[src/rtl/id_ex_stage.sv]
// id_ex_stage: RV32I ID/EX pipeline register with load-use bubbles, flushes and downstream hold.
// A flush seen while EX is held is remembered and turned into a single bubble once the hold lifts.
module id_ex_stage #(
  parameter int XLEN  = 32,
  parameter int CNT_W = 32
) (
  input  logic             clk,
  input  logic             rst,
  input  logic             id_valid,
  input  logic [XLEN-1:0]  id_pc,
  input  logic [XLEN-1:0]  id_rs1_data,
  input  logic [XLEN-1:0]  id_rs2_data,
  input  logic [XLEN-1:0]  id_imm,
  input  logic [4:0]       id_rs1,
  input  logic [4:0]       id_rs2,
  input  logic [4:0]       id_rd,
  input  logic [6:0]       id_op,
  input  logic [2:0]       id_funct3,
  input  logic [6:0]       id_funct7,
  input  logic             id_mem_read,
  input  logic             id_mem_write,
  input  logic             id_reg_write,
  input  logic             id_jump,
  input  logic             id_branch,
  input  logic             flush,
  input  logic             ex_stall,
  output logic             ex_valid,
  output logic [XLEN-1:0]  ex_pc,
  output logic [XLEN-1:0]  ex_rs1_data,
  output logic [XLEN-1:0]  ex_rs2_data,
  output logic [XLEN-1:0]  ex_imm,
  output logic [4:0]       ex_rs1,
  output logic [4:0]       ex_rs2,
  output logic [4:0]       ex_rd,
  output logic [6:0]       ex_op,
  output logic [2:0]       ex_funct3,
  output logic [6:0]       ex_funct7,
  output logic             ex_mem_read,
  output logic             ex_mem_write,
  output logic             ex_reg_write,
  output logic             ex_jump,
  output logic             ex_branch,
  output logic             stall_id,
  output logic [CNT_W-1:0] bubble_count
);
  localparam logic [6:0] OP_R    = 7'b0110011;
  localparam logic [6:0] OP_IMM  = 7'b0010011;
  localparam logic [6:0] OP_LOAD = 7'b0000011;
  localparam logic [6:0] OP_S    = 7'b0100011;
  localparam logic [6:0] OP_B    = 7'b1100011;
  localparam logic [6:0] OP_JALR = 7'b1100111;
  typedef struct packed {
    logic            valid;
    logic [XLEN-1:0] pc;
    logic [XLEN-1:0] rs1_data;
    logic [XLEN-1:0] rs2_data;
    logic [XLEN-1:0] imm;
    logic [4:0]      rs1;
    logic [4:0]      rs2;
    logic [4:0]      rd;
    logic [6:0]      op;
    logic [2:0]      funct3;
    logic [6:0]      funct7;
    logic            mem_read;
    logic            mem_write;
    logic            reg_write;
    logic            jump;
    logic            branch;
  } ex_t;
  ex_t              ex_q, ex_d, id_pkt, bub;
  logic             flush_pending_q, flush_pending_d;
  logic [CNT_W-1:0] cnt_q, cnt_d;
  logic             use_rs1, use_rs2, load_use, insert_bubble;
  assign id_pkt = '{valid: id_valid, pc: id_pc, rs1_data: id_rs1_data, rs2_data: id_rs2_data,
                    imm: id_imm, rs1: id_rs1, rs2: id_rs2, rd: id_rd, op: id_op,
                    funct3: id_funct3, funct7: id_funct7, mem_read: id_mem_read,
                    mem_write: id_mem_write, reg_write: id_reg_write, jump: id_jump,
                    branch: id_branch};
  always_comb begin
    use_rs1 = id_op inside {OP_R, OP_IMM, OP_LOAD, OP_S, OP_B, OP_JALR};
    use_rs2 = id_op inside {OP_R, OP_S, OP_B};
    load_use = ex_q.valid & ex_q.mem_read & (ex_q.rd != 5'd0) & id_valid &
               ((use_rs1 & (ex_q.rd == id_rs1)) | (use_rs2 & (ex_q.rd == id_rs2)));
    stall_id = ex_stall | (load_use & ~flush & ~flush_pending_q);
    insert_bubble = ~ex_stall & (flush | flush_pending_q | load_use);
    // Bubbles keep stale data fields; only valid and the controls are cleared.
    bub = ex_q;
    bub.valid = 1'b0;
    bub.mem_read = 1'b0;
    bub.mem_write = 1'b0;
    bub.reg_write = 1'b0;
    bub.jump = 1'b0;
    bub.branch = 1'b0;
    ex_d = ex_stall ? ex_q : insert_bubble ? bub : id_pkt;
    flush_pending_d = ex_stall & (flush_pending_q | flush);
    cnt_d = cnt_q + CNT_W'(insert_bubble);
  end
  always_ff @(posedge clk) begin
    if (rst) begin
      ex_q <= '0;
      flush_pending_q <= 1'b0;
      cnt_q <= '0;
    end else begin
      ex_q <= ex_d;
      flush_pending_q <= flush_pending_d;
      cnt_q <= cnt_d;
    end
  end
  assign ex_valid     = ex_q.valid;
  assign ex_pc        = ex_q.pc;
  assign ex_rs1_data  = ex_q.rs1_data;
  assign ex_rs2_data  = ex_q.rs2_data;
  assign ex_imm       = ex_q.imm;
  assign ex_rs1       = ex_q.rs1;
  assign ex_rs2       = ex_q.rs2;
  assign ex_rd        = ex_q.rd;
  assign ex_op        = ex_q.op;
  assign ex_funct3    = ex_q.funct3;
  assign ex_funct7    = ex_q.funct7;
  assign ex_mem_read  = ex_q.mem_read;
  assign ex_mem_write = ex_q.mem_write;
  assign ex_reg_write = ex_q.reg_write;
  assign ex_jump      = ex_q.jump;
  assign ex_branch    = ex_q.branch;
  assign bubble_count = cnt_q;
endmodule

[config.mk]
export PLATFORM = sky130hd
export DESIGN_NAME = id_ex_stage
export DESIGN_NICKNAME = d
export VERILOG_FILES = /design/src/rtl/id_ex_stage.sv
export SDC_FILE = /design/constraint.sdc
export NUM_CORES = 1
export LEC_CHECK = 0
export BUFFER_PORTS_ARGS = -buffer_cell sky130_fd_sc_hd__buf_2
export CAP_MARGIN = 20
export CORE_MARGIN = 2
export CORE_UTILIZATION = 35
export CTS_CLUSTER_DIAMETER = 40
export DETAILED_ROUTE_END_ITERATION = 6
export PLACE_DENSITY_LB_ADDON = 0.05
export SLEW_MARGIN = 20
export SYNTH_ARGS = -nofsm -noshare
export SYNTH_HDL_FRONTEND = slang
export SYNTH_SLANG_ARGS = --single-unit
[constraint.sdc]
create_clock -name clk -period 8.4 [get_ports clk]
set_input_delay 0.84 -clock clk [delete_from_list [all_inputs] [get_ports clk]]
set_output_delay 0.84 -clock clk [all_outputs]
set_load 0.01 [all_outputs]
Word-level counts from Yosys, hierarchy flattened

Index checks and enable logic that the tools add are counted.

Flip-flop bits (word level): 199
Bits in latches: 0
Memory bits (writable): 0
Memory bits (read-only): 0
Input port bits: 170
Output and inout bits: 199
Word-level logic and storage cells: 50
Memories: 0

Add/subtract/negate cells: 1
$mul: 0
Div/mod/pow operators: 0
Magnitude comparators: 0
Eq/ne operators: 8
Shifts and indexed selects: 0
Muxes and demuxes: 1
Bitwise operators: 18
Reduce and logical (&&, ||, !) cells: 4

Operator list:

| cell                                                                  | number |
|---|---|
| 166-bit 2-to-1 mux                                                    | 1 |
| 32-bit by 1-bit adder with 32-bit output                              | 1 |
| 7-bit by 6-bit equality test with 1-bit output, second input constant | 2 |
| 7-bit equality test, second input constant                            | 2 |
| 1-bit bitwise AND                                                     | 10 |
| 5-bit equality test                                                   | 2 |
| 7-bit by 2-bit equality test with 1-bit output, second input constant | 1 |
| 7-bit by 5-bit equality test with 1-bit output, second input constant | 1 |
| 6-bit nonzero test                                                    | 1 |
| 5-bit nonzero test                                                    | 1 |
| 1-bit inverter                                                        | 4 |
| 1-bit bitwise OR                                                      | 4 |
| 3-bit nonzero test                                                    | 1 |
| 2-bit AND reduction                                                   | 1 |

Longest topological paths before layout

Depth in word-level cells: 9
Mapped depth: 12
Mapped depth without buffers: 11

Worst setup path after synthesis

Ideal clock, no wire load.

Path type: in2reg
Start: input port id_op[1]
End: register cnt_q[31], in the netlist bubble_count[31]
Library setup time: 116 ps
Data arrival time: 3008 ps
Required time: 8284 ps
Path slack: 5276 ps
Cell stages on the path: 11
Path buffers: 1
Cell sequence: nand4_1 > nor4b_1 > nand2_1 > a21oi_1 > ha_1 > and3_1 > clkbuf_1 > nand3_1 > nor3_1 > a21oi_1 > a31o_2

Cells in the longest elaborated chain, start to end: 8
Elaborated cells between the ends (all ways): 15
Those cells by class: add/sub: 1; eq/ne: 6; bitwise: 6; reduce/logical: 2

RTL lines:

| item                                                                         | line   | text |
|---|---|---|
| start: declaration                                                           | 17     | `input logic [6:0] id_op,` |
| 7-bit by 6-bit equality test with 1-bit output, or another cell as far along | 80, 81 |  |
| 6-bit nonzero test / 3-bit nonzero test (equally long branches)              | 80, 81 |  |
| 1-bit bitwise AND                                                            | 83     | `((use_rs1 & (ex_q.rd == id_rs1)) \| (use_rs2 & (ex_q.rd == id_rs2)));` |
| 1-bit bitwise OR *                                                           | 83     |  |
| 1-bit bitwise AND *                                                          | 82     | `load_use = ex_q.valid & ex_q.mem_read & (ex_q.rd != 5'd0) & id_valid &` |
| 1-bit bitwise OR *                                                           | 85     | `insert_bubble = ~ex_stall & (flush \| flush_pending_q \| load_use);` |
| 1-bit bitwise AND *                                                          | 85     |  |
| 32-bit by 1-bit adder with 32-bit output *                                   | 96     | `cnt_d = cnt_q + CNT_W'(insert_bubble);` |
| end signal: assignment                                                       | 106    | `cnt_q <= cnt_d;` |
| end: declaration                                                             | 72     | `logic [CNT_W-1:0] cnt_q, cnt_d;` |

Every way passes the cells marked *; elsewhere a longest branch is shown, timed or not.
A chain may end at the register's enable or synchronous reset.

Worst setup path after layout

Start: register ex_q (netlist bit ex_rd[1])
End: register cnt_q[26], in the netlist bubble_count[26]

Cells in the longest elaborated chain, start to end: 7
Elaborated cells between the ends (all ways): 12
Those cells by class: add/sub: 1; eq/ne: 2; bitwise: 8; reduce/logical: 1

RTL lines:

| item                                                             | line   | text |
|---|---|---|
| start: declaration                                               | 70     | `ex_t ex_q, ex_d, id_pkt, bub;` |
| start signal: assignment                                         | 100    | `ex_q <= '0;` |
| start signal: assignment                                         | 104    | `ex_q <= ex_d;` |
| 5-bit equality test / 5-bit nonzero test (equally long branches) | 83, 82 |  |
| 1-bit bitwise AND, on equally long branches                      | 83, 82 |  |
| 1-bit bitwise OR / 1-bit bitwise AND (equally long branches)     | 83, 82 |  |
| 1-bit bitwise AND *                                              | 82     |  |
| 1-bit bitwise OR *                                               | 85     |  |
| 1-bit bitwise AND *                                              | 85     |  |
| 32-bit by 1-bit adder with 32-bit output *                       | 96     |  |

Marked as above.

==> summary.md <==
| Metric | Value |
|---|---|
| Hold Fails Final Rpt | `0` |
| Die height | `164 µm` |
| GRT Total Usage | `0.172` |
| Vias after detailed routing | `7,025` |
| Max Clock Freq | `276 MHz` |
| Post-route insts no fill | `approximately 1,600` |
| Resized Gates After CTS | `0` |
| Fin Setup TNS | `0 ns` |
| Final min period | `3.62 ns` |
| Max-Cap Viols | `0` |
| Post-Place Cells | `1,553` |
| Clk slew on worst S/H paths | `0.07 ns` |
| Synth Area per Inst | `9.79 µm²` |
| Layout cell share with drive strength beyond 1 | `0.322` |
| Final Slew Violations | `0` |
| Met2 Resource Use GR | `0.290` |
| Hold WC Path Type | `register to register` |
| Crit Path Category | `register to register` |
| CP endpoint kind | `register` |
| Slew margin rel. | `0.387` |
| Largest net degree at the start of global routing | `152` |
| DR WL/cell | `15.0 µm` |
| Vias in the first global route | `6,769` |
| Routability cong. | `0.814` |
| Hold buffers post-CTS | `0` |
| Nets | `~1,400` |
| DP Worst Slack | `4.42 ns` |
| Post-Syn Area | `8950 µm²` |
| RSZ-0062 raised after global routing | `false` |
| Post-Synthesis Cells | `between 900 and 1,000` |
| Port bufs | `368` |
| Clock power share | `0.395` |
| Number of buffers created by CTS | `17` |
| CP required | `approximately 8.7 ns` |
| # fillers | `2,479` |
| Area added between synthesis and finish | `29.1%` |
| Final wirelength | `23,800 µm` |
| Clk buf depth | `2` |
| Cell Rows | `58` |
| Clock latency at the later pin of the worst-skew pair | `0.43 ns` |
| CP arrival | `around 4 ns` |
| Comb power frac | `0.121` |
| Leak pwr | `slightly above 0.005 µW` |
| DP Area | `around 11,000 µm²` |
| Initial antenna violation count | `6` |
| Outcome | `complete, no violations` |
| Tcrit/Tclk final | `0.431` |
| Setup bufs post-CTS | `0` |
| Part of the Yosys area used for sequential elements | `0.445` |
| CTS root buf | `clkbuf_16` |
| Synthesized flop and latch total | `approximately 200` |
| GR peak layer | `met2` |
| Sw Share | `0.258` |
| Max Clock Skew | `0.0166 ns` |
| Actual slew at the worst max-slew pin | `0.920 ns` |
| Met3 usage | `0.0692` |
| Reg2reg setup slack | `4.78 ns` |
| First-pass GRT wire length | `between 30,000 and 40,000 µm` |
| Mapped Nets | `1,086` |
| TritonCTS clock tree | `built` |
| Syn. warnings | `0` |
| Worst ir drop on vdd | `0.109 mV` |
| Htree depth | `4` |
| Worst-path maximum fanout | `13` |
| CTS sink count | `about 200` |
| Vias per std cell | `about 4.4` |
| Drt drc | `0` |
| Power per cell area | `roughly 180 nW/µm²` |
| Distinct cell type count of the synthesized netlist | `33` |
| Core area | `25,100 µm²` |
| Hpwl dp | `around 17,000 µm` |
| Gr ovfl total | `0` |
| Die Span X | `164 µm` |
| Pre-antenna DRT Iters | `4` |
| Int Pwr | `1540 µW` |
| Initial Util | `0.356` |
| Final Worst Setup Slack | `~4.8 ns` |
| Final setup fails | `0` |
| Met1 usage | `0.203` |
| Die area | `26,900 µm²` |
| Reg power frac | `0.484` |
| I/O pins | `369` |
| Initial DRC count | `368` |
| P_sw | `537 µW` |
| ANT nets after route | `0` |
| Core Util, Final | `0.460` |
| Finished Cell Area | `11,600 µm²` |
| Worst Setup Start Kind | `register` |
## cell usage after synthesis
master,n,area share
nand2b_1,321,0.22
and4_1,4,0.0039
or4_1,1,0.00084
buf_4,15,0.013
nor2_1,34,0.014
nand2_1,17,0.0071
dfxtp_1,199,0.45
a2111oi_4,1,0.0031
a31o_2,1,0.00098
nor2b_1,8,0.0056
and3b_1,1,0.00098
buf_1,4,0.0017
a21oi_1,4,0.0022
nand4_1,6,0.0042
buf_2,3,0.0017
o211ai_1,1,0.00084
mux2i_1,160,0.18
xor2_1,4,0.0039
nand4b_1,1,0.00098
inv_1,8,0.0034
nor3_1,10,0.0056
or3_1,2,0.0014
xnor2_1,33,0.032
nand3_1,10,0.0056
clkbuf_1,41,0.017
o21ai_0,2,0.0011
nor4_1,7,0.0049
ha_1,2,0.0028
o31ai_1,1,0.00084
o2bb2ai_1,6,0.0059
and3_1,4,0.0028
o22ai_1,1,0.00070
nor4b_1,2,0.0020
## state kept, by name (all words and copies together) (netlist names), 3 cells and up
signal and flops:
ex_rs2_data 32, ex_funct3 3, ex_pc 32, ex_rs2 5
ex_funct7 7, ex_imm 32, ex_rs1 5, ex_rs1_data 32
ex_rd 5, bubble_count 32, ex_op 7
## placed cells by master, fill, tap and decap left out, types with 5 or more instances in the layout
cell       count
buf_2        367
clkbuf_16     17
clkinv_4       5
dfxtp_1      199
inv_1          8
mux2i_1      160
nand2_1       17
nand2b_1     321
nand3_1       10
nand4_1        6
nor2_1        34
nor2b_1        8
nor3_1        10
nor4_1         7
o2bb2ai_1      6
xnor2_1       33
## logic make-up after synthesis
kind of cell	after synthesis	synth area share
mux	160	0.179
flops	199	0.445
fa+ha+maj	2	0.00280
xor+xnor	37	0.0362
simple gates	428	0.285
buf+inv	71	0.0365
compound gates	17	0.0157
## layout make-up
type	instances	area (µm²)	share of cell area
Inverter	8	30.0	0.00260
Timing Repair Buffer	372	1890	0.164
Clock buffer	20	447	0.0387
Antenna cell	4	10.0	0.000866
Multi-Input combinational cell	644	4640	0.401
Tap cell	330	413	0.0357
Sequential cell	199	3980	0.345
Clock inverter	12	140	0.0121
## path summary, 6_finish.rpt
| path | from | end | depth (start not counted) |
|---|---|---|---|
| setup / recovery | ex_rd[1]$_SDFFE_PP0P_ | bubble_count[26]$_SDFF_PP0_ | 11 |
| setup reg to reg | ex_rd[1]$_SDFFE_PP0P_ | bubble_count[26]$_SDFF_PP0_ | 11 |
| hold / removal | ex_branch$_SDFFE_PP0N_ | ex_branch$_SDFFE_PP0N_ | 2 |
| hold reg to reg | ex_branch$_SDFFE_PP0N_ | ex_branch$_SDFFE_PP0N_ | 2 |
## power by group through the flow
stage	Combinational [µW]	Sequential, µW	Clock [µW]
finish	253	1010	821
global route	277	1010	889
CTS	257	1010	853
detailed placement	257	1030	0
global placement	256	1030	0
floorplan	130	1050	0
## per-stage QoR
stage / hold slack, ns / power [µW]
finish: 0.465 / 2080
global route: 0.480 / 2180
CTS: 0.472 / 2120
detailed placement: 0.458 / 1280
global placement: 0.451 / 1280
floorplan: 0.486 / 1180
## routing by layer
| metal | wire, µm | up-vias | part of all wire |
|---|---|---|---|
| met4 | 342 | 8 | 0.014 |
| met2 | 11100 | 240 | 0.47 |
| met5 | 54 | - | 0.0023 |
| li1 | - | 3644 | - |
| met1 | 10200 | 3109 | 0.43 |
| met3 | 2100 | 24 | 0.088 |
## critical path, cell delays in order (launching register included)
cell     delay, ns
dfxtp_1       0.49
or4_1         0.18
nor2_1        0.04
nor4b_1       0.59
nand2_1       0.18
a21oi_1       0.31
ha_1          0.23
ha_1          0.24
nand4_1       0.49
nor4b_1       0.52
xnor2_1       0.17
nor2_1        0.05
No activity file was read; power rests on OpenSTA's default activity.
